$ cat src/rtl/toggle_bank_pkg.sv
// toggle_bank_pkg: mode encodings and popcount helper shared by the toggle bank
package toggle_bank_pkg;
   typedef enum logic [1:0] {
      MODE_TOGGLE = 2'b00,
      MODE_SET    = 2'b01,
      MODE_CLEAR  = 2'b10,
      MODE_LOAD   = 2'b11
   } mode_t;

   function automatic int popcount(input logic [31:0] v);
      popcount = 0;
      for (int i = 0; i < 32; i++) popcount += int'(v[i]);
   endfunction
endpackage

$ cat src/rtl/toggle_bank_rise_detect.sv
// rise_detect: per-bit 0->1 detector owning the t_prev history register
module rise_detect #(
   parameter int WIDTH = 8
) (
   input  logic             clk,
   input  logic [WIDTH-1:0] t,
   output logic [WIDTH-1:0] rise
);
   logic [WIDTH-1:0] t_prev;
   // t is sampled on every edge, reset included, so a bit held across reset release is no edge
   always_ff @(posedge clk) t_prev <= t;
   assign rise = t & ~t_prev;
endmodule

$ cat src/rtl/toggle_bank.sv
// toggle_bank: bank of toggle/set/clear/load flip-flops with change flag and ones count
module toggle_bank
   import toggle_bank_pkg::*;
#(
   parameter int               WIDTH     = 8,
   parameter bit               EDGE_MODE = 1'b1,
   parameter logic [WIDTH-1:0] RESET_VAL = '0
) (
   input  logic                         clk,
   input  logic                         reset,
   input  logic                         en,
   input  logic [1:0]                   mode,
   input  logic [WIDTH-1:0]             t,
   input  logic [WIDTH-1:0]             load_data,
   output logic [WIDTH-1:0]             q,
   output logic                         q_changed,
   output logic [$clog2(WIDTH+1)-1:0]   ones_count
);
   localparam int CW = $clog2(WIDTH + 1);
   logic [WIDTH-1:0] rise, t_eff, q_next;
   rise_detect #(.WIDTH(WIDTH)) u_rise (.clk, .t, .rise);
   always_comb begin
      t_eff  = EDGE_MODE ? rise : t;
      q_next = !en                ? q :
               mode == MODE_TOGGLE ? q ^ t_eff :
               mode == MODE_SET    ? q | t_eff :
               mode == MODE_CLEAR  ? q & ~t_eff : load_data;
   end
   always_ff @(posedge clk) begin
      if (reset) begin
         q          <= RESET_VAL;
         q_changed  <= 1'b0;
         ones_count <= CW'(popcount(32'(RESET_VAL)));
      end else begin
         q          <= q_next;
         q_changed  <= q_next != q;
         ones_count <= CW'(popcount(32'(q_next)));
      end
   end
endmodule

$ cat config.mk
export PLATFORM = sky130hd
export DESIGN_NAME = toggle_bank
export DESIGN_NICKNAME = d
export VERILOG_FILES = /design/src/rtl/toggle_bank_pkg.sv /design/src/rtl/toggle_bank_rise_detect.sv /design/src/rtl/toggle_bank.sv
export SDC_FILE = /design/constraint.sdc
export NUM_CORES = 1
export LEC_CHECK = 0
export CAP_MARGIN = 20
export CORE_MARGIN = 4
export CORE_UTILIZATION = 50
export DETAILED_ROUTE_END_ITERATION = 16
export PLACE_DENSITY = 0.81
export SYNTH_ARGS = -nofsm -noshare
export SYNTH_HDL_FRONTEND = slang
export SYNTH_SLANG_ARGS = --single-unit
$ cat constraint.sdc
create_clock -name clk -period 4.9 [get_ports clk]
set_input_delay 0.49 -clock clk [delete_from_list [all_inputs] [get_ports clk]]
set_output_delay 0.49 -clock clk [all_outputs]
set_load 0.005 [all_outputs]
# [Word-level counts from Yosys, hierarchy flattened]
# Cells that the tools add are included.
# Widths: inputs -> output; s select.
[word_totals] reg_bits=21 elab_cells=25 in_bits=21
[classes] addsub=7 n_mux=4 bitwise_logic=6 n_eq_ne=3 n_reduce_logical=1
[ops] op="$mux 8" n=4
[ops] op="$add 4x1->4" n=4
[ops] op="$and 8x8->8" n=2
[ops] op="$not 8->8" n=2
[ops] op="$ne 8x8->1" n=1
[ops] op="$or 8x8->8" n=1
[ops] op="$xor 8x8->8" n=1
[ops] op="$add 3x1->4" n=1
[ops] op="$add 2x1->3" n=1
[ops] op="$add 1x1->2" n=1
[ops] op="$eq 2x1->1 const B" n=1
[ops] op="$eq 2x2->1 const B" n=1
[ops] op="$logic_not 2->1" n=1

# [Longest topological paths before layout]
[logic_depth] ltp_word=15 depth_mapped=16

# [By module]
# A second synthesis with hierarchy kept.
[unflattened] cells_unflattened=149 hier_area_um2=1495.2
[by_module_without_submodules] module="toggle_bank" instances=1 area_per_inst_um2=1224.9 cells_each=133
[by_module_without_submodules] module="rise_detect" instances=1 area_per_inst_um2=270.3 cells_each=16

# [Least setup slack after synthesis]
# OpenSTA, ideal clock, no wires.
[synth_timing] path_kind="input to register" from="input port t[0]" to="register ones_count[2]" path_slack_ns=1.039 path_buffers=0 t_required_ns=4.772 stages=15 arrival_ns=3.734 cell_sequence="nand2b_1 ha_1 inv_1 mux4_2 a21oi_1 fa_1 inv_1 fa_1 fa_1 inv_1 ha_1 inv_1 fa_1 xor2_1 nor2_1"
[synth_via] elab_chain_len=14 elab_cells_between_ends=16
[synth_lines] item="start, declared" line_no="toggle_bank.sv:13" source="input logic [WIDTH-1:0] t,"
[synth_lines] item="$and 8x8->8 (*)" line_no="toggle_bank_rise_detect.sv:12" source="assign rise = t & ~t_prev;"
[synth_lines] item="$not 8->8" line_no="toggle_bank.sv:27" source="mode == MODE_CLEAR ? q & ~t_eff : load_data;"
[synth_lines] item="$and 8x8->8" line_no="toggle_bank.sv:27"
[synth_lines] item="$mux 8" line_no="toggle_bank.sv:27"
[synth_lines] item="$mux 8" line_no="toggle_bank.sv:26" source="mode == MODE_SET ? q | t_eff :"
[synth_lines] item="$mux 8 (*)" line_no="toggle_bank.sv:25" source="mode == MODE_TOGGLE ? q ^ t_eff :"
[synth_lines] item="$mux 8 (*)" line_no="toggle_bank.sv:24" source="q_next = !en ? q :"
[synth_lines] item="via q_next[0]" line_no="toggle_bank.sv:20" source="logic [WIDTH-1:0] rise, t_eff, q_next;"
[synth_lines] item="$add 1x1->2 (*)" line_no="toggle_bank_pkg.sv:12" source="for (int i = 0; i < 32; i++) popcount += int'(v[i]);"
[synth_lines] item="$add 2x1->3 (*)" line_no="toggle_bank_pkg.sv:12"
[synth_lines] item="$add 3x1->4 (*)" line_no="toggle_bank_pkg.sv:12"
[synth_lines] item="$add 4x1->4 (*) (4 in series)" line_no="toggle_bank_pkg.sv:12"
[synth_lines] item="end signal, assigned" line_no="toggle_bank.sv:33" source="ones_count <= CW'(popcount(32'(RESET_VAL)));"
[synth_lines] item="end signal, assigned" line_no="toggle_bank.sv:37" source="ones_count <= CW'(popcount(32'(q_next)));"
[synth_lines] item="end, declared" line_no="toggle_bank.sv:17" source="output logic [$clog2(WIDTH+1)-1:0] ones_count"
# The timed path passes the listed nets; every way through them passes the cells marked *.
# A chain may end at the register's enable or synchronous reset.

# [Worst setup path after layout]
# Same ends and word-level chain as after synthesis.

==> impl_metrics.toml <==
[global_routing]
grt_overflow = 0
antenna_found_initial = 0
grt_start_max_net_pins = 14
grt_pass1_vias = 1130
grt_pass1_wl_um = 4920
grt_util_all_layers_pct = 17.9

[floorplan]
dieArea_sq_um = 3830
fp.dieW_um = 61.9
start_util_pct = 52.7
placementRows = 19
core_area_sq_um = 2760
num_io_pins = 34
die_h_um = 61.9

[placement]
place.gp.congestion = 0.791
pre_cts_ws_ns = 0.259
dp_hpwl_um = 2560
dp.cells = 208
port_buffers = 33

[route]
postRouteAntennaNets = 0
wire_per_inst_um = 14.4
drt_iter0_markers = 20
viasPerCell = 5.15
route.detailed.drc = 0
first_pass_iters = 4
via_count = 1091
drt-total-wl_um = 3060

[timing]
setup_viol = 0
finalHoldWorstSlack_ns = 0.637
post-route-period-util_pct = 87.6
period_minus_slack_ns = 4.29
finalWorstSetupSlack_ns = 0.606
maxSlewViolCount = 0
fmax_ghz = 0.233
rsz0062_at_grt = "no"
fin_skew_ns = 0.00375
tightest_slew_ns = 0.528
report.final.hold_viol_count = 0
slew_headroom_pct = 64.7
setup_tns_ns = 0

[final_layout]
drive_gt1_share_pct = 9.39
multi_input_area_sq_um = 901
finish.utilization_pct = 65.8
final-instance-count-excl-fill = 212
fillerInstances = 240
synthToLayoutAreaGrowth_pct = 24.9
n_antenna_cell = 0
register_area_sq_um = 420
fin_nets = 226

[power_and_ir_drop]
seqPwrFrac_pct = 41.9
powerDensity_nw_per_um2 = 263
switchingPower_mw = 0.152
power_frac_comb_pct = 39.7
vdd_drop_max_mv = 0.191
clockPowerShare_pct = 18.4
intPower_mw = 0.325
p_leak_nw = 0.784
swShare_pct = 31.8

[clock_network]
cts_tree = "yes"
cts_buffer_depth = 2
post_cts_buffers = 0
clk_latency_ns = 0.31
h-tree-depth = 1
clock-root-buffer = "clkbuf_4"
cts_hold_buf = 0
clkSinkCount = 21
cts_made_buffers = 3
cts.repair.resized = 0
clk_pin_slew_ns = 0.12

[synth]
ys_ff_latch = 21
ys_warn_count = 0
ys_types = 35
syn_area_sq_um = 1450
synth_nets = 192
seq_area_frac_synth_pct = 28.9
syn_inst = 148
synth.avg_cell_area_sq_um = 9.82

[job]
drv_cap = 0

[status]
status = "finished, final reports clean"

[critical_path]
critPathMaxFanout = 2
cp-end-kind = "flip-flop"
worstSetupStartpointType = "primary input"
critPathKind = "in -> reg"
arrival_ns = 4.49
critPathRequiredTime_ns = 5.10

[worst_hold_path]
hold_path.class = "in -> reg"
-- cells in the mapped netlist, drive strengths merged --
library cell / n / area (sq um)
fa: 4 / 80.1
a41oi: 1 / 8.76
mux4: 5 / 113
a222oi: 1 / 10.0
nand2b: 10 / 62.6
nor3b: 1 / 7.51
nor3: 4 / 20.0
nor2b: 10 / 62.6
o32ai: 2 / 17.5
and2: 1 / 6.26
nand2: 7 / 36.3
xor2: 1 / 8.76
xnor2: 4 / 35.0
a21oi: 2 / 10.0
a31oi: 1 / 6.26
dfxtp: 21 / 420
o21ai: 6 / 33.8
a21o: 1 / 7.51
mux2: 4 / 48.8
mux2i: 3 / 30.0
buf: 5 / 45.0
ha: 19 / 238
o22ai: 1 / 6.26
a221o: 1 / 10.0
clkbuf: 1 / 3.75
o31a: 1 / 8.76
nor2: 9 / 33.8
inv: 22 / 82.6
-- registers in the layout (all words and copies together), names as in the netlist --
name	flops
u_rise.t_prev	8
q_changed	1
ones_count	4
q	8
-- per-stage QoR --
step,area [sq um],power [mW]
finish,1810,0.477
global route,1810,0.515
CTS,1810,0.483
detailed placement,1790,0.396
global placement,1790,0.382
floorplan,1450,0.318
-- placed cells by master, fill, tap and decap left out, drive strengths merged --
cell / count
clkdlybuf4s50: 33
inv: 22
dfxtp: 21
ha: 19
nor2b: 10
nand2b: 10
nor2: 9
nand2: 7
o21ai: 6
mux4: 5
nor3: 4
xnor2: 4
fa: 4
mux2: 4
clkbuf: 4
mux2i: 3
a21oi: 2
o32ai: 2
buf: 2
o31a: 1
a21o: 1
xor2: 1
a31oi: 1
o22ai: 1
a221o: 1
and2: 1
a222oi: 1
a41oi: 1
nor3b: 1
-- power groups by stage --
stage	Clock (mW)	Sequential [mW]	Combinational, mW
floorplan	0	0.203	0.115
global placement	0	0.203	0.179
detailed placement	0	0.204	0.193
CTS	0.0893	0.200	0.193
global route	0.0977	0.202	0.215
finish	0.0876	0.200	0.190
-- layer usage --
| layer | vias to the layer above | routed length (um) | GRT usage (%) |
|---|---|---|---|
| li1 | 557 | - | - |
| met5 | - | 0 | 0 |
| met2 | 33 | 1520 | 32.4 |
| met1 | 494 | 1320 | 20.7 |
| met3 | 7 | 172 | 3.72 |
| met4 | 0 | 51 | 6.06 |
-- cell families (layout without fill, tap and decap cells) --
group / count (synthesis) / count (layout) / share of synthesized area [%]
and+or+nand+nor: 42 / 42 / 15.8
buffers and inverters: 28 / 61 / 9.04
adders and majority gates: 23 / 23 / 21.9
DFF: 21 / 21 / 28.9
AOI/OAI and AO/OA: 17 / 17 / 8.18
muxes: 12 / 12 / 13.2
xor gates and xnor gates: 5 / 5 / 3.01
-- worst paths after layout --
kind	startpoint	to	slack (ns)	depth (start not counted)
max	t[0]	ones_count[2]	0.61	16
min	t[7]	u_rise.t_prev[7]	0.64	1
max reg2reg	q[0]	ones_count[2]	0.83	15
min reg2reg	q[4]	q[4]	0.64	2
-- layout make-up --
class / count / share of cell area [%]
clock buffer: 4 / 1.45
inverter: 22 / 4.55
tap: 31 / 2.14
sequential: 21 / 23.2
multi-input combinational: 99 / 49.7
timing repair buffer: 35 / 19.0
-- worst max-delay path: stages --
cell             delay, ns
clkdlybuf4s50_1       0.49
nand2b_1              0.10
ha_1                  0.33
inv_1                 0.04
mux4_2                0.46
a21oi_1               0.26
fa_1                  0.43
inv_1                 0.08
fa_1                  0.45
fa_1                  0.47
inv_1                 0.08
ha_1                  0.16
inv_1                 0.06
fa_1                  0.37
xor2_1                0.15
nor2_1                0.06
Note: power is estimated with default switching activity, not from simulation.
